===== config.mk =====
export PLATFORM = sky130hd
export DESIGN_NAME = demux_serial_router_flat
export DESIGN_NICKNAME = d
export VERILOG_FILES = /design/src/rtl/demux_serial_router_pkg.sv /design/src/rtl/demux_serial_router_if.sv /design/src/rtl/piso_shift_register.sv /design/src/rtl/demux_serial_router.sv /design/src/flat_wrapper.sv
export SDC_FILE = /design/constraint.sdc
export NUM_CORES = 1
export LEC_CHECK = 0
export BUFFER_PORTS_ARGS = -buffer_cell sky130_fd_sc_hd__buf_2
export CORE_UTILIZATION = 47
export CTS_CLUSTER_DIAMETER = 40
export DETAILED_ROUTE_END_ITERATION = 16
export HOLD_SLACK_MARGIN = 0.1
export PLACE_DENSITY = 0.73
export SETUP_SLACK_MARGIN = 0.15
export SYNTH_ARGS = -nofsm -noshare
export SYNTH_HDL_FRONTEND = slang
export SYNTH_HIERARCHICAL = 1
export SYNTH_SLANG_ARGS = --single-unit

===== constraint.sdc =====
create_clock -name Clock_In -period 4.05 [get_ports Clock_In]
set_clock_uncertainty 0.1 [all_clocks]
set_input_delay 0.405 -clock Clock_In [delete_from_list [all_inputs] [get_ports Clock_In]]
set_output_delay 0.405 -clock Clock_In [all_outputs]
set_load 0.05 [all_outputs]

===== src/rtl/demux_serial_router_pkg.sv =====
// demux_router_pkg: shared definitions for the DEMUX serial router.
//   state_e       FSM encodings (IDLE, SHIFT, GAP)
//   NUM_CHANNELS  number of DEMUX outputs
//   SEL_WIDTH     width of the DEMUX select / channel tag
//   COUNT_WIDTH   width of each per-channel delivered-word counter
package demux_router_pkg;

  typedef enum logic [1:0] {
    IDLE  = 2'd0,
    SHIFT = 2'd1,
    GAP   = 2'd2
  } state_e;

  localparam int NUM_CHANNELS = 4;
  localparam int SEL_WIDTH    = 2;
  localparam int COUNT_WIDTH  = 8;

endpackage


===== src/rtl/demux_serial_router_if.sv =====
// demux_serial_router_if: upstream word handshake into the router.
//   Valid_In    upstream word available
//   Ready_Out   router can accept a word this cycle
//   Word_In     word to serialise (DATA_WIDTH bits)
//   Channel_In  destination DEMUX channel
// master = upstream producer, slave = router.
interface demux_serial_router_if
  import demux_router_pkg::*;
#(
  parameter int DATA_WIDTH = 8
) ();

  logic                  Valid_In;
  logic                  Ready_Out;
  logic [DATA_WIDTH-1:0] Word_In;
  logic [SEL_WIDTH-1:0]  Channel_In;

  modport master (output Valid_In, output Word_In, output Channel_In, input Ready_Out);
  modport slave  (input Valid_In, input Word_In, input Channel_In, output Ready_Out);

endinterface


===== src/rtl/piso_shift_register.sv =====
// piso_shift_register: parallel-in / serial-out shifter, MSB first.
//   clk        rising-edge clock
//   load_en    capture load_data (has priority over shift_en)
//   shift_en   shift left by one, zero fill
//   load_data  parallel word
//   msb_out    current most significant bit
// Pure datapath: no reset, the owner qualifies msb_out with its own control.
module piso_shift_register #(
  parameter int DATA_WIDTH = 8
) (
  input  logic                  clk,
  input  logic                  load_en,
  input  logic                  shift_en,
  input  logic [DATA_WIDTH-1:0] load_data,
  output logic                  msb_out
);

  logic [DATA_WIDTH-1:0] shreg_q, shreg_d;

  always_comb begin
    shreg_d = shreg_q;
    if (load_en) begin
      shreg_d = load_data;
    end else if (shift_en) begin
      shreg_d = {shreg_q[DATA_WIDTH-2:0], 1'b0};
    end
  end

  always_ff @(posedge clk) begin
    shreg_q <= shreg_d;
  end

  assign msb_out = shreg_q[DATA_WIDTH-1];

endmodule


===== src/rtl/demux_serial_router.sv =====
// demux_serial_router: accepts channel-tagged words, serialises them MSB
// first onto the 1:4 DEMUX and counts delivered words per channel.
//   Clock_In, Reset_In  clock and synchronous active-high reset
//   up                  upstream valid/ready word handshake (slave side)
//   Enable_Out          DEMUX enable, high only while bits are shifted
//   Select_Out          DEMUX select, channel of current/last word
//   Data_Out            serial bit, forced 0 when Enable_Out is low
//   Busy_Out            high while shifting or in the guard cycle
//   Count_<n>_Out       delivered words on channel n, modulo 256
module demux_serial_router
  import demux_router_pkg::*;
#(
  parameter int DATA_WIDTH = 8
) (
  input  logic                   Clock_In,
  input  logic                   Reset_In,
  demux_serial_router_if.slave   up,
  output logic                   Enable_Out,
  output logic [SEL_WIDTH-1:0]   Select_Out,
  output logic                   Data_Out,
  output logic                   Busy_Out,
  output logic [COUNT_WIDTH-1:0] Count_0_Out,
  output logic [COUNT_WIDTH-1:0] Count_1_Out,
  output logic [COUNT_WIDTH-1:0] Count_2_Out,
  output logic [COUNT_WIDTH-1:0] Count_3_Out
);

  localparam int CNT_W = (DATA_WIDTH > 1) ? $clog2(DATA_WIDTH) : 1;
  localparam logic [CNT_W-1:0]       LAST_IDX  = CNT_W'(DATA_WIDTH - 1);
  localparam logic [CNT_W-1:0]       CNT_ONE   = CNT_W'(1);
  localparam logic [COUNT_WIDTH-1:0] COUNT_ONE = COUNT_WIDTH'(1);

  state_e                 state_q, state_d;
  logic [CNT_W-1:0]       bit_cnt_q, bit_cnt_d;
  logic [SEL_WIDTH-1:0]   sel_q, sel_d;
  logic [COUNT_WIDTH-1:0] count_q [NUM_CHANNELS];
  logic [COUNT_WIDTH-1:0] count_d [NUM_CHANNELS];

  logic accept;
  logic last_bit;
  logic shift_msb;

  assign accept   = up.Valid_In && (state_q == IDLE);
  assign last_bit = (state_q == SHIFT) && (bit_cnt_q == '0);

  // State register
  always_ff @(posedge Clock_In) begin
    if (Reset_In) state_q <= IDLE;
    else          state_q <= state_d;
  end

  // Next-state logic
  always_comb begin
    state_d = state_q;
    case (state_q)
      IDLE:    if (accept) state_d = SHIFT;
      SHIFT:   if (last_bit) state_d = GAP;
      GAP:     state_d = IDLE;
      default: state_d = IDLE;
    endcase
  end

  // Outputs decoded from registered state only
  always_comb begin
    up.Ready_Out = (state_q == IDLE);
    Enable_Out   = (state_q == SHIFT);
    Busy_Out     = (state_q != IDLE);
    Data_Out     = (state_q == SHIFT) && shift_msb;
  end

  piso_shift_register #(.DATA_WIDTH(DATA_WIDTH)) u_piso (
    .clk       (Clock_In),
    .load_en   (accept),
    .shift_en  (state_q == SHIFT),
    .load_data (up.Word_In),
    .msb_out   (shift_msb)
  );

  // Bit counter, select latch and per-channel counters. The select only
  // loads on acceptance in IDLE, so it is stable whenever Enable_Out is high.
  always_comb begin
    bit_cnt_d = bit_cnt_q;
    sel_d     = sel_q;
    for (int i = 0; i < NUM_CHANNELS; i++) count_d[i] = count_q[i];
    if (accept) begin
      bit_cnt_d = LAST_IDX;
      sel_d     = up.Channel_In;
    end else if (state_q == SHIFT) begin
      bit_cnt_d = bit_cnt_q - CNT_ONE;
    end
    if (last_bit) count_d[sel_q] = count_q[sel_q] + COUNT_ONE;
  end

  always_ff @(posedge Clock_In) begin
    if (Reset_In) begin
      bit_cnt_q <= '0;
      sel_q     <= '0;
      for (int i = 0; i < NUM_CHANNELS; i++) count_q[i] <= '0;
    end else begin
      bit_cnt_q <= bit_cnt_d;
      sel_q     <= sel_d;
      for (int i = 0; i < NUM_CHANNELS; i++) count_q[i] <= count_d[i];
    end
  end

  assign Select_Out  = sel_q;
  assign Count_0_Out = count_q[0];
  assign Count_1_Out = count_q[1];
  assign Count_2_Out = count_q[2];
  assign Count_3_Out = count_q[3];

endmodule


===== src/flat_wrapper.sv =====
// flat-port wrapper written by rule: the top's interface ports become plain ports
module demux_serial_router_flat import demux_router_pkg::*;
#(
  parameter int DATA_WIDTH = 8
)
  (Clock_In, Reset_In, Enable_Out, Select_Out, Data_Out, Busy_Out, Count_0_Out, Count_1_Out, Count_2_Out, Count_3_Out, up_Valid_In, up_Word_In, up_Channel_In, up_Ready_Out);
  demux_serial_router_if #(.DATA_WIDTH(DATA_WIDTH)) up_i ();
  input  logic Clock_In;
  input  logic Reset_In;
  output logic Enable_Out;
  output logic [SEL_WIDTH-1:0] Select_Out;
  output logic Data_Out;
  output logic Busy_Out;
  output logic [COUNT_WIDTH-1:0] Count_0_Out;
  output logic [COUNT_WIDTH-1:0] Count_1_Out;
  output logic [COUNT_WIDTH-1:0] Count_2_Out;
  output logic [COUNT_WIDTH-1:0] Count_3_Out;
  input wire logic [$bits(up_i.Valid_In)-1:0] up_Valid_In;
  input wire logic [$bits(up_i.Word_In)-1:0] up_Word_In;
  input wire logic [$bits(up_i.Channel_In)-1:0] up_Channel_In;
  output wire logic [$bits(up_i.Ready_Out)-1:0] up_Ready_Out;
  assign up_i.Valid_In = up_Valid_In;
  assign up_i.Word_In = up_Word_In;
  assign up_i.Channel_In = up_Channel_In;
  assign up_Ready_Out = up_i.Ready_Out;
  demux_serial_router #(.DATA_WIDTH(DATA_WIDTH)) u_core (.Clock_In(Clock_In), .Reset_In(Reset_In), .up(up_i), .Enable_Out(Enable_Out), .Select_Out(Select_Out), .Data_Out(Data_Out), .Busy_Out(Busy_Out), .Count_0_Out(Count_0_Out), .Count_1_Out(Count_1_Out), .Count_2_Out(Count_2_Out), .Count_3_Out(Count_3_Out));
endmodule

==> results by group <==
Synthesis
  – Post-synth ARST share: 0%
  – Predominant post-synthesis flop cell: sky130_fd_sc_hd__dfxtp_1
  – Gate count after technology mapping: about 190
  – Netlist area before placement: 0.00216 sq mm
  – Netlist cell types: 34
  – Yosys synthesis warning count: 6
  – Number of synthesized register bits: 49
  – Net Count, Synth: approximately 210
  – Avg Synthesized Cell Area: 11.2 sq um
  – EDFF count, synth: 8
  – Share of synthesized area occupied by flip-flops and latches: 49.1%

Clocking
  – Number of H-tree levels: 2
  – Clock root buffer master: sky130_fd_sc_hd__clkbuf_8
  – Number of buffers created by CTS: 5
  – # hold bufs at CTS: 0
  – Clock latency of the later-clocked register in the worst-skew pair: 0.30 ns
  – Clock transition time at the flip-flop clock pins of the worst setup and hold paths: approximately 0.080 ns
  – Quantity of gates resized following cts: 0
  – Maximum clock path buffer count: 2
  – Clock tree sinks: 49
  – TritonCTS clock tree: done
  – Postcts setup bufs: 0

Critical path
  – Critical Setup Path Class: register to register
  – Worst setup SP type: register
  – Kind of end point of the critical path: register
  – Data arrival time of the critical path: 2.44 ns
  – Worst-path maximum fanout: 8
  – Worst Path Required: 4.16 ns
  – Worst R2R Setup Slack: 1.72 ns

STA
  – Hold slack: 0.278 ns
  – Highest clock rate: between 400 and 500 MHz
  – Worst slew slack as a fraction of its limit: 28.6%
  – Minimum clock period after layout: ~2.3 ns
  – Final Max Tran Viols: 0
  – Worst Setup Slack, final: 1.72 ns
  – Setup Viol. Count Final: 0
  – Setup repair after global routing missed its margin: no
  – Count of final hold-check violations: 0
  – Setup TNS: 0 ns
  – Slew at the pin closest to its max-slew limit: around 1.1 ns
  – Final worst-path cycle share: between 50 and 60%

Detailed routing
  – Average detailed-routed wire length per instance: 14.8 um
  – First DRT Iteration DRCs: 77
  – Drc violations: 0
  – Vias per cell: 5.62
  – Drt pass-1 iters: 4
  – DRT Wirelength: 4.33 mm
  – Number of vias in the routed layout: 1648
  – Antenna-violating nets left: 0

Floorplanning
  – Initial Util: approximately half
  – Die footprint: 0.00487 sq mm
  – Total number of placement rows: 24
  – Top-level I/O count: 51
  – Placeable core region: 0.00438 sq mm
  – Die height: approximately 70 um
  – Chip width: 69.8 um

Run status
  – Outcome: complete, no violations

Cells and area
  – Final-stage net count: 257
  – Fraction of final layout cells sized beyond drive strength 1: 33.2%
  – Number of standard cells in the final layout excluding fillers: about 300
  – Count of antenna diodes in the layout: 0
  – P&R area growth vs syn: 16.0%

Pwr
  – Static power due to leakage: approximately 1.0 nW
  – Pwr per Cell Area: 404 mW/mm^2
  – Pwr Total: 1.01 mW
  – IR drop worst, VDD: 233 uV

Global route
  – Number of global-route vias before repair: around 1.5k
  – Global-route congestion overflow total: 0
  – First-pass GRT wire length: 7.15 mm
  – Initial antenna violation count: 0
  – Largest net degree at the start of global routing: 40
  – Overall Global Routing Usage: 18.6%

Placement
  – HPWL reported at the end of detailed placement: 3.01 mm
  – Placer Congestion: approximately 0.74
  – # placed instances: roughly 290
  – Number of buffer cells added on primary ports: 50
  – Minimum setup slack after placement: 1.69 ns

Run
  – Number of max-cap violations: 0

Min path
  – Worst Hold Class: primary input to register
## state kept, by name, indices dropped and copies added (netlist names), named ones only
signal                 count
u_core/count_q            32
u_core/u_piso/shreg_q      8
u_core/bit_cnt_q           3
u_core/Select_Out          2
u_core/state_q             2
## metrics by stage
stage | area (sq um) | utilization [%]
2_1_floorplan | 2160 | -
3_3_place_gp | 2420 | 55.2
3_5_place_dp | 2420 | 55.2
4_1_cts | 2510 | 57.2
5_1_grt | 2510 | 57.2
6_report | 2510 | 57.2
## critical path, cell delays in order (launching register included)
cell	delay (ns)
sky130_fd_sc_hd__dfxtp_1	0.64
sky130_fd_sc_hd__mux4_2	0.67
sky130_fd_sc_hd__ha_1	0.25
sky130_fd_sc_hd__nand3_2	0.09
sky130_fd_sc_hd__o21ai_0	0.20
sky130_fd_sc_hd__a311oi_1	0.29
## report_power, final
group | internal, mW | switching, mW
logic | 0.0631 | 0.112
clock network | 0.136 | 0.151
registers | 0.529 | 0.0203
## cell usage in the layout (no fill, tap or decap), drive strengths merged
master,instances
buf,53
dfxtp,41
nor2,32
a211oi,16
a311oi,10
edfxtp,8
mux4,8
nand2,7
inv,7
mux2,7
clkbuf,7
a21oi,6
o21ai,5
nand3,5
mux2i,4
nor3,4
xor2,3
or3,3
ha,3
xnor2,2
o21bai,2
a31oi,2
and2,2
nor2b,1
nand4bb,1
nand4,1
or2,1
## kinds of logic after synthesis
kind of cell	count (synthesis)	share of synthesized area (%)
buf+inv	19	5.10
mux	19	15.4
compound gates	41	13.7
xor+xnor	5	2.03
fa+ha+maj	3	1.74
simple gates	57	12.9
flops	49	49.1
## Yosys cell counts, types with 3 or more instances
master | number | share of area, %
sky130_fd_sc_hd__ha_1 | 3 | 1.7
sky130_fd_sc_hd__inv_1 | 7 | 1.2
sky130_fd_sc_hd__mux2i_1 | 4 | 1.9
sky130_fd_sc_hd__dfxtp_1 | 41 | 38
sky130_fd_sc_hd__or3_4 | 3 | 1.6
sky130_fd_sc_hd__o21ai_0 | 5 | 1.2
sky130_fd_sc_hd__a21oi_1 | 6 | 1.4
sky130_fd_sc_hd__mux2_4 | 7 | 4.9
sky130_fd_sc_hd__nor2_1 | 32 | 5.6
sky130_fd_sc_hd__buf_4 | 4 | 1.4
sky130_fd_sc_hd__nor3_1 | 4 | 0.93
sky130_fd_sc_hd__clkbuf_1 | 3 | 0.52
sky130_fd_sc_hd__edfxtp_1 | 8 | 11
sky130_fd_sc_hd__mux4_2 | 6 | 6.3
sky130_fd_sc_hd__a311oi_1 | 9 | 3.6
sky130_fd_sc_hd__xor2_1 | 3 | 1.2
sky130_fd_sc_hd__nand3_1 | 3 | 0.69
sky130_fd_sc_hd__nand2_1 | 7 | 1.2
sky130_fd_sc_hd__a211oi_1 | 16 | 5.6
## worst paths after layout
path                                                   startpoint  cells after the start                           endpoint
worst min register to register  u_core/count_q[2][5]$_SDFFE_PP0P_                      2  u_core/count_q[2][5]$_SDFFE_PP0P_
worst max register to register                           register                      5  u_core/count_q[2][6]$_SDFFE_PP0P_
worst max-delay path                                     register                      5  u_core/count_q[2][6]$_SDFFE_PP0P_
worst min-delay path                             up_Channel_In[0]                      3                           register
## area by class of cell
type	count	area, sq um
Tap cell	52	65.1
Fill cell	392	1880
Sequential cell	49	1060
Multi-Input combinational cell	125	995
Clock buffer	7	86.3
Timing Repair Buffer	53	273
Inverter	7	26.3
## per-layer routing
metal / vias to the layer above / GRT usage [%] / wire (um)
li1: 810 / - / -
met1: 789 / 26.3 / 2100
met2: 44 / 27.7 / 1940
met3: 5 / 5.09 / 233
met4: 0 / 6.22 / 51
met5: - / 0 / 0
(Power assumes the default switching activity.)
